<file path="src/rtl/fir_tap_sequencer_pkg.sv">
// FIR tap sequencer shared types: controller state encoding and accumulator sizing.
// Latency: n/a (declarations only).
// Backpressure: n/a.
package fir_pkg;

  typedef enum logic [2:0] {
    CLEAR,
    IDLE,
    READ,
    DRAIN,
    OUT
  } state_t;

  // Width that holds the sum of 2**aw full-precision products without overflow.
  function automatic int acc_width(input int dw, input int cw, input int aw);
    return dw + cw + aw;
  endfunction

endpackage

</file>
<file path="src/rtl/fir_tap_sequencer_if.sv">
// Bundles the sample handshake, filter output and both memory ports of the tap sequencer.
// Latency: n/a (wires only).
// Backpressure: ready_o/sample_valid_i handshake; memory ports carry no flow control.
// Ports: master = sequencer side, slave = sample source plus delay-line RAM and coefficient memory.
interface fir_tap_sequencer_if
  import fir_pkg::*;
#(
  parameter int DWIDTH = 16,
  parameter int CWIDTH = 16,
  parameter int AWIDTH = 9
);
  localparam int ACCW = acc_width(DWIDTH, CWIDTH, AWIDTH);

  logic [DWIDTH-1:0] sample_i;
  logic              sample_valid_i;
  logic              ready_o;
  logic [ACCW-1:0]   y_o;
  logic              y_valid_o;
  logic [DWIDTH-1:0] ram_wrdata_o;
  logic [AWIDTH-1:0] ram_wraddr_o;
  logic              ram_wren_o;
  logic [AWIDTH-1:0] ram_rdaddr_o;
  logic [DWIDTH-1:0] ram_rddata_i;
  logic [AWIDTH-1:0] coef_rdaddr_o;
  logic [CWIDTH-1:0] coef_rddata_i;

  modport master (
    input  sample_i, sample_valid_i, ram_rddata_i, coef_rddata_i,
    output ready_o, y_o, y_valid_o, ram_wrdata_o, ram_wraddr_o, ram_wren_o,
           ram_rdaddr_o, coef_rdaddr_o
  );

  modport slave (
    output sample_i, sample_valid_i, ram_rddata_i, coef_rddata_i,
    input  ready_o, y_o, y_valid_o, ram_wrdata_o, ram_wraddr_o, ram_wren_o,
           ram_rdaddr_o, coef_rdaddr_o
  );

endinterface

</file>
<file path="src/rtl/fir_tap_sequencer_mac.sv">
// Signed multiply-accumulate: acc += sext(a*b) when enabled, acc = 0 on clear.
// Latency: 1 cycle into the accumulator; o_acc_nxt is the combinational next sum.
// Backpressure: none; i_en qualifies every operand pair.
// Ports: clk_i/rst_i, i_clr, i_en, i_a (sample), i_b (coef), o_acc_nxt (r_acc + product).
module fir_mac #(
  parameter int DWIDTH = 16,
  parameter int CWIDTH = 16,
  parameter int ACCW   = 41
) (
  input  logic                     clk_i,
  input  logic                     rst_i,
  input  logic                     i_clr,
  input  logic                     i_en,
  input  logic signed [DWIDTH-1:0] i_a,
  input  logic signed [CWIDTH-1:0] i_b,
  output logic signed [ACCW-1:0]   o_acc_nxt
);
  localparam int PW = DWIDTH + CWIDTH;

  logic signed [PW-1:0]   w_prod;
  logic signed [ACCW-1:0] w_prod_ext;
  logic signed [ACCW-1:0] r_acc;

  assign w_prod     = i_a * i_b;
  assign w_prod_ext = {{(ACCW-PW){w_prod[PW-1]}}, w_prod};
  assign o_acc_nxt  = r_acc + w_prod_ext;

  always_ff @(posedge clk_i or posedge rst_i) begin
    if (rst_i) begin
      r_acc <= '0;
    end else if (i_clr) begin
      r_acc <= '0;
    end else if (i_en) begin
      r_acc <= o_acc_nxt;
    end
  end

endmodule

</file>
<file path="src/rtl/fir_tap_sequencer.sv">
// FIR control + MAC: writes each accepted sample into the circular delay line, walks TAPS taps newest-first, emits one sum.
// Latency: accept to y_valid_o = TAPS+2 cycles; after reset the delay line is zeroed for 2**AWIDTH cycles first.
// Backpressure: ready_o only in IDLE/OUT; sample_valid_i ignored otherwise; one sample per TAPS+2 cycles at best.
// Ports: clk_i, rst_i (async, active-high), bus (master modport: sample handshake, y output, RAM and coef ports).
module fir_tap_sequencer
  import fir_pkg::*;
#(
  parameter int DWIDTH = 16,
  parameter int CWIDTH = 16,
  parameter int AWIDTH = 9,
  parameter int TAPS   = 512
) (
  input  logic                clk_i,
  input  logic                rst_i,
  fir_tap_sequencer_if.master bus
);
  localparam int ACCW = acc_width(DWIDTH, CWIDTH, AWIDTH);
  localparam logic [AWIDTH-1:0] LAST_K  = AWIDTH'(TAPS - 1);
  localparam logic [AWIDTH-1:0] CLR_END = '1;

  state_t r_state, w_state_nxt;

  logic [AWIDTH-1:0]      r_clr_cnt;
  logic [AWIDTH-1:0]      r_wr_ptr;
  logic [AWIDTH-1:0]      r_base;
  logic [AWIDTH-1:0]      r_k;
  logic                   r_dv;
  logic [ACCW-1:0]        r_y;
  logic                   w_accept;
  logic signed [ACCW-1:0] w_acc_nxt;

  always_ff @(posedge clk_i or posedge rst_i) begin
    if (rst_i) begin
      r_state <= CLEAR;
    end else begin
      r_state <= w_state_nxt;
    end
  end

  always_comb begin
    w_state_nxt       = r_state;
    w_accept          = 1'b0;
    bus.ready_o       = 1'b0;
    bus.y_valid_o     = 1'b0;
    bus.y_o           = r_y;
    bus.ram_wren_o    = 1'b0;
    bus.ram_wrdata_o  = '0;
    bus.ram_wraddr_o  = r_wr_ptr;
    bus.ram_rdaddr_o  = '0;
    bus.coef_rdaddr_o = '0;
    case (r_state)
      CLEAR: begin
        // Gate with reset so nothing is written while reset is held.
        bus.ram_wren_o   = !rst_i;
        bus.ram_wraddr_o = r_clr_cnt;
        if (r_clr_cnt == CLR_END) begin
          w_state_nxt = IDLE;
        end
      end
      IDLE, OUT: begin
        // OUT doubles as an accept slot so back-to-back samples lose no cycle.
        bus.ready_o   = 1'b1;
        bus.y_valid_o = (r_state == OUT);
        w_accept      = bus.sample_valid_i;
        if (w_accept) begin
          bus.ram_wren_o   = 1'b1;
          bus.ram_wrdata_o = bus.sample_i;
          w_state_nxt      = READ;
        end else begin
          w_state_nxt = IDLE;
        end
      end
      READ: begin
        // Newest-first walk; AWIDTH-bit subtraction wraps around the circular buffer.
        bus.ram_rdaddr_o  = r_base - r_k;
        bus.coef_rdaddr_o = r_k;
        if (r_k == LAST_K) begin
          w_state_nxt = DRAIN;
        end
      end
      DRAIN: begin
        w_state_nxt = OUT;
      end
      default: begin
        w_state_nxt = CLEAR;
      end
    endcase
  end

  always_ff @(posedge clk_i or posedge rst_i) begin
    if (rst_i) begin
      r_clr_cnt <= '0;
      r_wr_ptr  <= '0;
      r_base    <= '0;
      r_k       <= '0;
      r_dv      <= 1'b0;
      r_y       <= '0;
    end else begin
      // Memory read data lags its address by one cycle.
      r_dv <= (r_state == READ);
      if (r_state == CLEAR) begin
        r_clr_cnt <= r_clr_cnt + 1'b1;
      end
      if (w_accept) begin
        r_base   <= r_wr_ptr;
        r_wr_ptr <= r_wr_ptr + 1'b1;
        r_k      <= '0;
      end else if (r_state == READ) begin
        r_k <= r_k + 1'b1;
      end
      // DRAIN carries the last product; capture the completed sum for OUT.
      if (r_state == DRAIN) begin
        r_y <= w_acc_nxt;
      end
    end
  end

  fir_mac #(
    .DWIDTH(DWIDTH),
    .CWIDTH(CWIDTH),
    .ACCW  (ACCW)
  ) u_mac (
    .clk_i    (clk_i),
    .rst_i    (rst_i),
    .i_clr    (w_accept),
    .i_en     (r_dv),
    .i_a      ($signed(bus.ram_rddata_i)),
    .i_b      ($signed(bus.coef_rddata_i)),
    .o_acc_nxt(w_acc_nxt)
  );

endmodule

</file>
<file path="src/flat_wrapper.sv">
// flat-port wrapper written by rule: the top's interface ports become plain ports
module fir_tap_sequencer_flat import fir_pkg::*;
#(
  parameter int DWIDTH = 16,
  parameter int CWIDTH = 16,
  parameter int AWIDTH = 9,
  parameter int TAPS   = 512
)
  (clk_i, rst_i, bus_sample_i, bus_sample_valid_i, bus_ram_rddata_i, bus_coef_rddata_i, bus_ready_o, bus_y_o, bus_y_valid_o, bus_ram_wrdata_o, bus_ram_wraddr_o, bus_ram_wren_o, bus_ram_rdaddr_o, bus_coef_rdaddr_o);
  fir_tap_sequencer_if #(.DWIDTH(DWIDTH), .CWIDTH(CWIDTH), .AWIDTH(AWIDTH)) bus_i ();
  input  logic clk_i;
  input  logic rst_i;
  input wire logic [$bits(bus_i.sample_i)-1:0] bus_sample_i;
  input wire logic [$bits(bus_i.sample_valid_i)-1:0] bus_sample_valid_i;
  input wire logic [$bits(bus_i.ram_rddata_i)-1:0] bus_ram_rddata_i;
  input wire logic [$bits(bus_i.coef_rddata_i)-1:0] bus_coef_rddata_i;
  output wire logic [$bits(bus_i.ready_o)-1:0] bus_ready_o;
  output wire logic [$bits(bus_i.y_o)-1:0] bus_y_o;
  output wire logic [$bits(bus_i.y_valid_o)-1:0] bus_y_valid_o;
  output wire logic [$bits(bus_i.ram_wrdata_o)-1:0] bus_ram_wrdata_o;
  output wire logic [$bits(bus_i.ram_wraddr_o)-1:0] bus_ram_wraddr_o;
  output wire logic [$bits(bus_i.ram_wren_o)-1:0] bus_ram_wren_o;
  output wire logic [$bits(bus_i.ram_rdaddr_o)-1:0] bus_ram_rdaddr_o;
  output wire logic [$bits(bus_i.coef_rdaddr_o)-1:0] bus_coef_rdaddr_o;
  assign bus_i.sample_i = bus_sample_i;
  assign bus_i.sample_valid_i = bus_sample_valid_i;
  assign bus_i.ram_rddata_i = bus_ram_rddata_i;
  assign bus_i.coef_rddata_i = bus_coef_rddata_i;
  assign bus_ready_o = bus_i.ready_o;
  assign bus_y_o = bus_i.y_o;
  assign bus_y_valid_o = bus_i.y_valid_o;
  assign bus_ram_wrdata_o = bus_i.ram_wrdata_o;
  assign bus_ram_wraddr_o = bus_i.ram_wraddr_o;
  assign bus_ram_wren_o = bus_i.ram_wren_o;
  assign bus_ram_rdaddr_o = bus_i.ram_rdaddr_o;
  assign bus_coef_rdaddr_o = bus_i.coef_rdaddr_o;
  fir_tap_sequencer #(.DWIDTH(DWIDTH), .CWIDTH(CWIDTH), .AWIDTH(AWIDTH), .TAPS(TAPS)) u_core (.clk_i(clk_i), .rst_i(rst_i), .bus(bus_i));
endmodule
</file>
<file path="config.mk">
export PLATFORM = sky130hd
export DESIGN_NAME = fir_tap_sequencer_flat
export DESIGN_NICKNAME = d
export VERILOG_FILES = /design/src/rtl/fir_tap_sequencer_pkg.sv /design/src/rtl/fir_tap_sequencer_if.sv /design/src/rtl/fir_tap_sequencer_mac.sv /design/src/rtl/fir_tap_sequencer.sv /design/src/flat_wrapper.sv
export SDC_FILE = /design/constraint.sdc
export NUM_CORES = 1
export LEC_CHECK = 0
export CAP_MARGIN = 20
export CELL_PAD_IN_SITES_DETAIL_PLACEMENT = 0
export CELL_PAD_IN_SITES_GLOBAL_PLACEMENT = 1
export CORE_UTILIZATION = 35
export DETAILED_ROUTE_END_ITERATION = 16
export PLACE_DENSITY = 0.65
export SYNTH_ARGS = -nofsm -noshare
export SYNTH_HDL_FRONTEND = slang
export SYNTH_HIERARCHICAL = 1
export SYNTH_SLANG_ARGS = --single-unit
</file>
<file path="constraint.sdc">
create_clock -name clk_i -period 7.2 [get_ports clk_i]
set_input_delay 0.72 -clock clk_i [delete_from_list [all_inputs] [get_ports clk_i]]
set_output_delay 0.72 -clock clk_i [all_outputs]
set_load 0.1 [all_outputs]
</file>
; ---- Word level (Yosys, flattened, before mapping)
; Index checks and enable logic that the tools add are counted.
[op_classes]
eq_ne = 8
n_reduce_logical = 6
add_sub_neg = 5
mux = 18
multipliers = 1
[ops]
columns = cell, count
row1 = 2-to-1 mux 41 bit, 2
row2 = 2-to-1 mux 9 bit, 5
row3 = adder 41 x 32 -> 41 bit, 1
row4 = multiplier 16 x 16 -> 32 bit, 1
row5 = 2-to-1 mux 16 bit, 2
row6 = "adder 9 x 1 -> 9 bit, second input constant", 3
row7 = "equality test 9 bit, second input constant", 2
row8 = one-hot mux 3 bit (4 select lines), 1
row9 = subtractor 9 bit, 1
row10 = "equality test 3 x 2 -> 1 bit, second input constant", 2
row11 = 2-to-1 mux 3 bit, 2
row12 = 2-to-1 mux 1 bit, 4
row13 = "inequality test 2 x 1 -> 1 bit, second input constant", 2
row14 = nonzero test 2 bit, 2
row15 = "equality test 3 x 1 -> 1 bit, second input constant", 1
row16 = "equality test 3 bit, second input constant", 1
row17 = zero test 3 bit, 1
row18 = 2-to-1 mux 2 bit, 1
row19 = one-hot mux 1 bit (2 select lines), 1
row20 = AND reduction 2 bit, 1
row21 = OR reduction 2 bit, 1
row22 = zero test 1 bit, 1
[totals]
in_bits = 51
out_inout_bits = 87
word_cells = 46
ff_bits = 122

; ---- Logic depth before layout (Yosys ltp)
; Gate-level depths: netlist (run 1).
[logic_depth]
word_depth = 4
mapped_depth = 26
mapped_depth_nobuf = 25

; ---- Hierarchy
; The synthesis (run 1) kept the hierarchy.
[modules_own_cells]
columns = mod, cells_per_inst, area_per_inst_um2, seq_area_each_um2, instances
row1 = fir_mac, 1577, 14576.5, 1026.0, 1
row2 = fir_tap_sequencer, 424, 3981.3, 2026.9, 1

; ---- Least setup slack after synthesis (run 1)
; Ideal clock, no wire load.
[synth_timing]
kind = in2reg
startpoint = in bus_ram_rddata_i[15]
endpoint = reg u_core.u_mac.r_acc[40]
n_path_buf = 2
slack_ns = 0.050
t_arrival_ns = 7.018
path_stages = 24
cell_sequence = clkbuf_1 nand2_1 inv_1 fa_1 inv_1 fa_1 inv_1 fa_1 inv_1 fa_1 inv_1 fa_1 inv_1 fa_1 inv_1 ha_1 clkbuf_1 and3_1 a31oi_1 o21ai_0 a211oi_1 o211ai_1 a2111oi_0 nor2_1
[synth_via]
elab_chain_cells = 4
[synth_rtl]
columns = element, line_no
row1 = start: declaration, flat_wrapper.sv:15  ; input wire logic [$bits(bus_i.ram_rddata_i)-1:0] bus_ram_rddata_i;
row2 = multiplier 16 x 16 -> 32 bit, fir_tap_sequencer_mac.sv:24  ; assign w_prod = i_a * i_b;
row3 = adder 41 x 32 -> 41 bit, fir_tap_sequencer_mac.sv:26  ; assign o_acc_nxt = r_acc + w_prod_ext;
row4 = 2-to-1 mux 41 bit, fir_tap_sequencer_mac.sv:33  ; end else if (i_en) begin
row5 = 2-to-1 mux 41 bit, fir_tap_sequencer_mac.sv:31  ; end else if (i_clr) begin
row6 = end signal: assignment, fir_tap_sequencer_mac.sv:34  ; r_acc <= o_acc_nxt;
row7 = end: declaration, fir_tap_sequencer_mac.sv:22  ; logic signed [ACCW-1:0] r_acc;
; Every way passes these cells. The select of a mux whose other input is x is not followed.
; A chain may end at the register's enable or synchronous reset.

; ---- Worst setup path in the final report (run 1)
[layout_timing]
startpoint = in bus_coef_rddata_i[1]
endpoint = reg u_core.u_mac.r_acc[34]
[layout_via]
elab_chain_cells = 4
[layout_rtl]
columns = element, line_no
row1 = start: declaration, flat_wrapper.sv:16  ; input wire logic [$bits(bus_i.coef_rddata_i)-1:0] bus_coef_rddata_i;
row2 = multiplier 16 x 16 -> 32 bit, fir_tap_sequencer_mac.sv:24
row3 = adder 41 x 32 -> 41 bit, fir_tap_sequencer_mac.sv:26
row4 = 2-to-1 mux 41 bit, fir_tap_sequencer_mac.sv:33
row5 = 2-to-1 mux 41 bit, fir_tap_sequencer_mac.sv:31
; Every way passes these cells. The select of a mux whose other input is x is not followed.

==> results.cfg, run 1 <==
[clock_network]
clockBufferDepth = 2
clkTransAtPathRegs_ns = 0.06
cts_tree = yes
ctsRootBufferMaster = clkbuf_16
clkSinkCount = 122
worstSkewPairLatency_ns = 0.42
cts_buffers = 17
cts_max_level = 4

[die]
die_w_um = 232
core_um2 = 52400
start_util_pct = 35.4
dieArea_um2 = 53900
io_pins = 138
die_h_um = 232
rows = 84

[synthesis]
synth_area_per_cell_um2 = 9.27
synthArstFlopShare_pct = 100
synth-seq-area-share_pct = 16.5
synth-seq-cells = 122
syn-cell-area_um2 = 18600
synthFlopType = dfrtp_1
syn-num-nets = 2517
ys_warn_count = 6
synth-edff-count = 0
yosys.cell_types.count = 78
syn-instance-count = 2001

[final_layout]
drive_gt1_share_pct = 9.27
fillers = 5187
area_growth_pct = 20.3
multi_input_area_um2 = 13600
layout.nets = 2735
fin_area_um2 = 22300
seq_area_um2 = 3050
diodes = 0

[route]
antenna_left = 0
vias = 13800
drcViolationCount = 0
drtPass1Iterations = 5
drt-total-wl_um = 48700
avgRoutedWirePerCell_um = 16.7
vias_per_cell = 4.72
drt_iter0_drc = 608

[setup_path]
critPathKind = in2reg
crit_fanout = 13
cp_slowest_stage_delay_ns = 0.61
rr_worst_depth = 22
path_delay_family = adder cells
path_cells = clkdlybuf4s50_1 > buf_4 > nand2_1 > fa_1 > fa_1 > fa_1 > fa_1 > inv_1 > fa_1 > inv_1 > fa_1 > inv_1 > ha_1 > a21oi_1 > nor2_1 > a2111oi_2 > o311a_2 > a211oi_2 > or2_4 > a31o_1 > a311o_1
start_kind = input port
cp.arrival_ns = 7.21
path_buf_inv = 5
crit_path_top_delay_cell = clkdlybuf4s50_1
end_kind = flip-flop
cpMostUsedCell = fa_1
cp.required_ns = 7.49
path_depth = 21

[sta]
relSlewSlack_pct = 28.3
finalSetupViolCount = 0
tightest_slew_ns = 1.07
hold_viol = 0
rsz0062_at_grt = no
max_freq_mhz = 144
fin_crit_ns = 6.93
period_share_pct = 96.2
fin_skew_ns = 0.00812
drv_slew = 0

[min_path]
worstHoldPathCells = 2
min_path_type = reg2reg

[place]
port_buffers = 137
gp_congestion = 0.871
dp_hpwl_um = 41100
placed_cell_area_um2 = 21700

[global_route]
grt_first_pass_wirelength_um = 82700
grt_pass1_vias = 15100
antenna_found_initial = 0
grt_use_total_pct = 19.4
grt-ovfl-total = 0
grt_max_degree = 67

[job]
max_cap_viol_count = 0

[run_status]
status = finished clean
-- sequential cells by signal, indices dropped and copies added (netlist names) --
register and flops:
u_core/bus.y_o 41, u_core/u_mac/r_acc 41, u_core/r_dv 1, u_core/r_base 9
u_core/r_k 9, u_core/r_clr_cnt 9, u_core/r_state 3, u_core/r_wr_ptr 9
-- final timing paths --
check | from | slack, ns | endpoint
max in group asynchronous | rst_i | 5.39 | u_core/r_dv
min reg2reg | u_core/bus.y_o[3] | 0.48 | u_core/bus.y_o[3]
min in group asynchronous | rst_i | 0.75 | u_core/bus.y_o[30]
max | bus_coef_rddata_i[1] | 0.27 | u_core/u_mac/r_acc[34]
min | u_core/bus.y_o[3] | 0.48 | u_core/bus.y_o[3]
max reg2reg | u_core/u_mac/r_acc[15] | 1.65 | u_core/bus.y_o[39]
-- cells by family (layout without fill, tap and decap cells) --
kind of cell               Yosys count  in the layout  share of synthesized area, %
and+or+nand+nor                    624            624                          16.0
AOI/OAI and AO/OA                  166            166                          6.34
buffers and inverters              509            740                          10.5
muxes                               46             46                          2.62
DFF                                122            122                          16.5
xor gates and xnor gates            69             69                          3.26
adders and majority gates          465            465                          44.9
-- layer usage --
metal  vias to the layer above  GRT usage [%]  share of wire [%]
met3                        32           2.36                3.8
met1                      6969           28.5                 48
li1                       6530              -                  -
met4                         0           2.92               0.99
met2                       254           31.2                 47
met5                         -              0                  0
-- timing repair --
item | CTS | global route
endpoints found under the setup margin | 0 | 2
hold buffers | 0 | 0
resized for setup | 0 | 1
buffers inserted | 0 | 0
-- layout make-up --
cell class / instances / area share (%)
clock buffers: 21 / 2.06
well taps: 688 / 3.86
multi-input cells: 1370 / 60.8
repair buffers: 275 / 11.8
clock inverters: 11 / 0.544
flip-flops and latches: 122 / 13.7
inverters: 433 / 7.29
-- worst reg2reg max path: stages (launching register included) --
cell and delay [ns]:
dfrtp_1 0.37, inv_1 0.09, fa_1 0.52, inv_1 0.06, fa_1 0.52, fa_1 0.45, fa_1 0.57, inv_1 0.05
fa_1 0.49, inv_1 0.05, ha_1 0.33, buf_4 0.17, nand3_1 0.07, o22a_1 0.15, a21oi_1 0.07, buf_4 0.15
nor4_4 0.38, o22ai_1 0.20, a21oi_1 0.28, nand2_1 0.11, xnor2_1 0.25, nand2_1 0.09, nand2_1 0.07
-- metrics by stage --
stage | setup TNS, ns | std cells | utilization, % | hold WS [ns] | worst slack [ns]
after CTS | 0 | 2919 | 42.5 | 0.485 | 0.294
after global routing | 0 | 2920 | 42.6 | 0.506 | 0.00820
after floorplan | 0 | 2001 | - | 0.451 | 0.0503
after global placement | -0.229 | 2887 | 41.4 | 0.460 | -0.114
after detailed placement | -0.336 | 2887 | 41.4 | 0.466 | -0.0881
final | 0 | 2920 | 42.6 | 0.478 | 0.274
-- synth_stat cells (20+ instances only) --
library cell  count  area share, %
a21o_1           23           0.93
and2_1          133            4.5
nand2_1         297            6.0
inv_1           432            8.7
fa_1            335             36
xnor2_1          55            2.6
ha_1            130            8.8
nor2_1           92            1.9
mux2i_1          26            1.4
mux2_2           20            1.2
a21oi_1          46            1.2
dfrtp_1         122             16
clkbuf_1         57            1.2
-- cell usage in the layout, fill, tap and decap left out, types with 5 or more instances in the layout --
cell,count
and3_1,9
o21ai_0,19
nor3_1,11
xor2_1,14
xnor2_1,55
ha_1,130
nand2b_1,10
o21a_1,9
buf_12,17
mux2_2,20
buf_4,120
mux2i_1,26
dfrtp_1,121
fa_1,335
nand4_1,19
o21bai_1,6
a21o_1,23
and2_1,133
clkinv_2,5
nor2_1,92
clkdlybuf4s50_1,137
nand3_1,14
and4_1,5
inv_1,430
or3_1,7
nand2_1,297
a31oi_1,6
clkbuf_16,17
a21oi_1,46
nor3b_1,5
a211oi_1,8
Power of run 1 is left out: the tool's default activity adds up to more than one toggle a clock period on the data nets, which glitch-free logic cannot reach.
==> run 2, diff against run 1 <==
GPL_ROUTABILITY_DRIVEN = 0   (was not set)
==> run 2 against run 1 <==
Compared with the run above:
- core utilization down 0.11 points
- via count down 0.52%
- global-route usage down 0.079 points
- clock skew up 0.0082 ns
- die area unchanged
- worst setup slack better by 0.043 ns
- worst hold slack worse by 0.0010 ns
- cell count down 0.24%
- clock-buffer cell count up 2
- maximum frequency up 0.63%
==> results.cfg, run 2 (synthesis gave the netlist of run 1 again) <==
[run_status]
status = finished clean

[route]
vias_per_cell = 4.71
avgRoutedWirePerCell_um = 16.7
drtPass1Iterations = 5
vias = 13700
drt-total-wl_um = 48600
drcViolationCount = 0
antenna_left = 0
drt_iter0_drc = 685

[clock_network]
ctsRootBufferMaster = clkbuf_16
cts_tree = yes
clkSinkCount = 122
cts_max_level = 4
clkTransAtPathRegs_ns = 0.06
post_cts_resized = 0
ctsHoldBuffers = 0
worstSkewPairLatency_ns = 0.43
cts_buffers = 17
clockBufferDepth = 2
cts_setup_buffers = 0

[final_layout]
drive_gt1_share_pct = 8.94
final_common_cell = inv_1
area_growth_pct = 20.0
fillers = 5184
diodes = 0
layout.cells.non_filler = 2913
layout.nets = 2728
layout_common_cells = inv_1 (430), fa_1 (335), nand2_1 (297), clkdlybuf4s50_1 (137), and2_1 (133)
multi_input_area_um2 = 13600
seq_area_um2 = 3050

[setup_path]
cp.required_ns = 7.56
critPathKind = in2reg
crit_fanout = 13
start_kind = input port
r2r-end = u_core/bus.y_o[39]
end_kind = flip-flop
cp.arrival_ns = 7.24
r2r_start = u_core/u_mac/r_acc[15]
rr_worst_depth = 21
r2r_slack_ns = 1.71

[sta]
tightest_slew_ns = 1.08
period_share_pct = 95.6
relSlewSlack_pct = 27.8
rsz0062_at_grt = no
drv_slew = 0
fin_skew_ns = 0.0163
fin_tns_setup_ns = 0
hold_viol = 0
post-route-worst-setup-slack_ns = 0.317
fin_crit_ns = 6.88
max_freq_mhz = 145
finalSetupViolCount = 0

[die]
die_h_um = 232
dieArea_um2 = 53900
io_pins = 138
core_um2 = 52400
rows = 84
die_w_um = 232
start_util_pct = 35.4

[global_route]
grt_first_pass_wirelength_um = 82600
grt_pass1_vias = 15100
grt_use_total_pct = 19.4
antenna_found_initial = 0
grt-ovfl-total = 0
grt_max_degree = 75

[place]
port_buffers = 137
dpl.cell_count = 2880
dp_hpwl_um = 40900
pre_cts_slack_ns = -0.129

[min_path]
worstHoldPathCells = 2
min_path_type = reg2reg
min_to = u_core/bus.y_o[13]
holdCritStartpoint = u_core/bus.y_o[13]

[job]
max_cap_viol_count = 0
-- run 2: cell count changes in the layout (fill, tap and decap cells not counted), sizes merged --
cell / change
buf: -7
inv: +1
clkbuf: +2
bufinv: +2
clkinv: -5
-- run 2: cell type report --
class                      instances  area share, %
inverter                         433           7.31
clock buffer                      23           2.15
timing repair buffer             268           11.3
clock inverter                     9          0.725
sequential                       122           13.7
tap                              688           3.87
multi-input combinational       1370           61.0
-- run 2: critical path, cell delays in order --
cell and delay [ns]:
clkdlybuf4s50_1 0.63, buf_4 0.24, nand2_1 0.09, fa_1 0.53
fa_1 0.52, fa_1 0.51, inv_1 0.05, fa_1 0.54
fa_1 0.51, inv_1 0.05, fa_1 0.49, inv_1 0.05
ha_1 0.29, buf_4 0.17, o21a_1 0.19, nand3_1 0.11
a21oi_1 0.14, nor4_4 0.40, o22ai_1 0.20, a21oi_1 0.27
nand2_1 0.10, xnor2_1 0.25, nand2_1 0.11, nand2_1 0.07
-- run 2: how the worst max path moves through the flow --
stage | start | to | slack, ns | cells after the start
2_1_floorplan | bus_ram_rddata_i[15] | u_core/u_mac/r_acc[40] | 0.05 | 24
3_3_place_gp | bus_coef_rddata_i[1] | u_core/bus.y_o[39] | -0.1 | 24
3_5_place_dp | bus_coef_rddata_i[1] | u_core/u_mac/r_acc[40] | -0.13 | 23
4_1_cts | bus_coef_rddata_i[1] | u_core/u_mac/r_acc[40] | 0.26 | 23
5_1_grt | bus_coef_rddata_i[1] | u_core/bus.y_o[39] | 0.02 | 25
6_report | bus_coef_rddata_i[1] | u_core/bus.y_o[39] | 0.32 | 24
-- run 2: per-stage QoR --
| step | area [µm²] | hold WS, ns | utilization (%) |
|---|---|---|---|
| floorplan | 18600 | 0.451 | - |
| global placement | 21600 | 0.461 | 41.2 |
| detailed placement | 21600 | 0.463 | 41.2 |
| CTS | 22200 | 0.480 | 42.4 |
| global route | 22300 | 0.505 | 42.4 |
| finish | 22300 | 0.477 | 42.4 |
-- run 2: layer usage --
metal | vias up | routed length (µm) | share of wire [%] | GRT usage [%]
met2 | 223 | 22700 | 47 | 31.2
met3 | 30 | 1810 | 3.7 | 2.48
met4 | 0 | 386 | 0.79 | 2.59
met1 | 6953 | 23800 | 49 | 28.3
met5 | - | 0 | 0 | 0
li1 | 6507 | - | - | -
Power of run 2 is left out for the same reason.
==> run 3, diff against run 2 <==
ABC_CLOCK_PERIOD_IN_PS = 7200   (was not set)
CTS_CLUSTER_DIAMETER = 80   (was not set)
==> results of run 3 <==
Final layout, timing and power as in run 2 (identical DEF).
Power of run 3 is left out for the same reason.
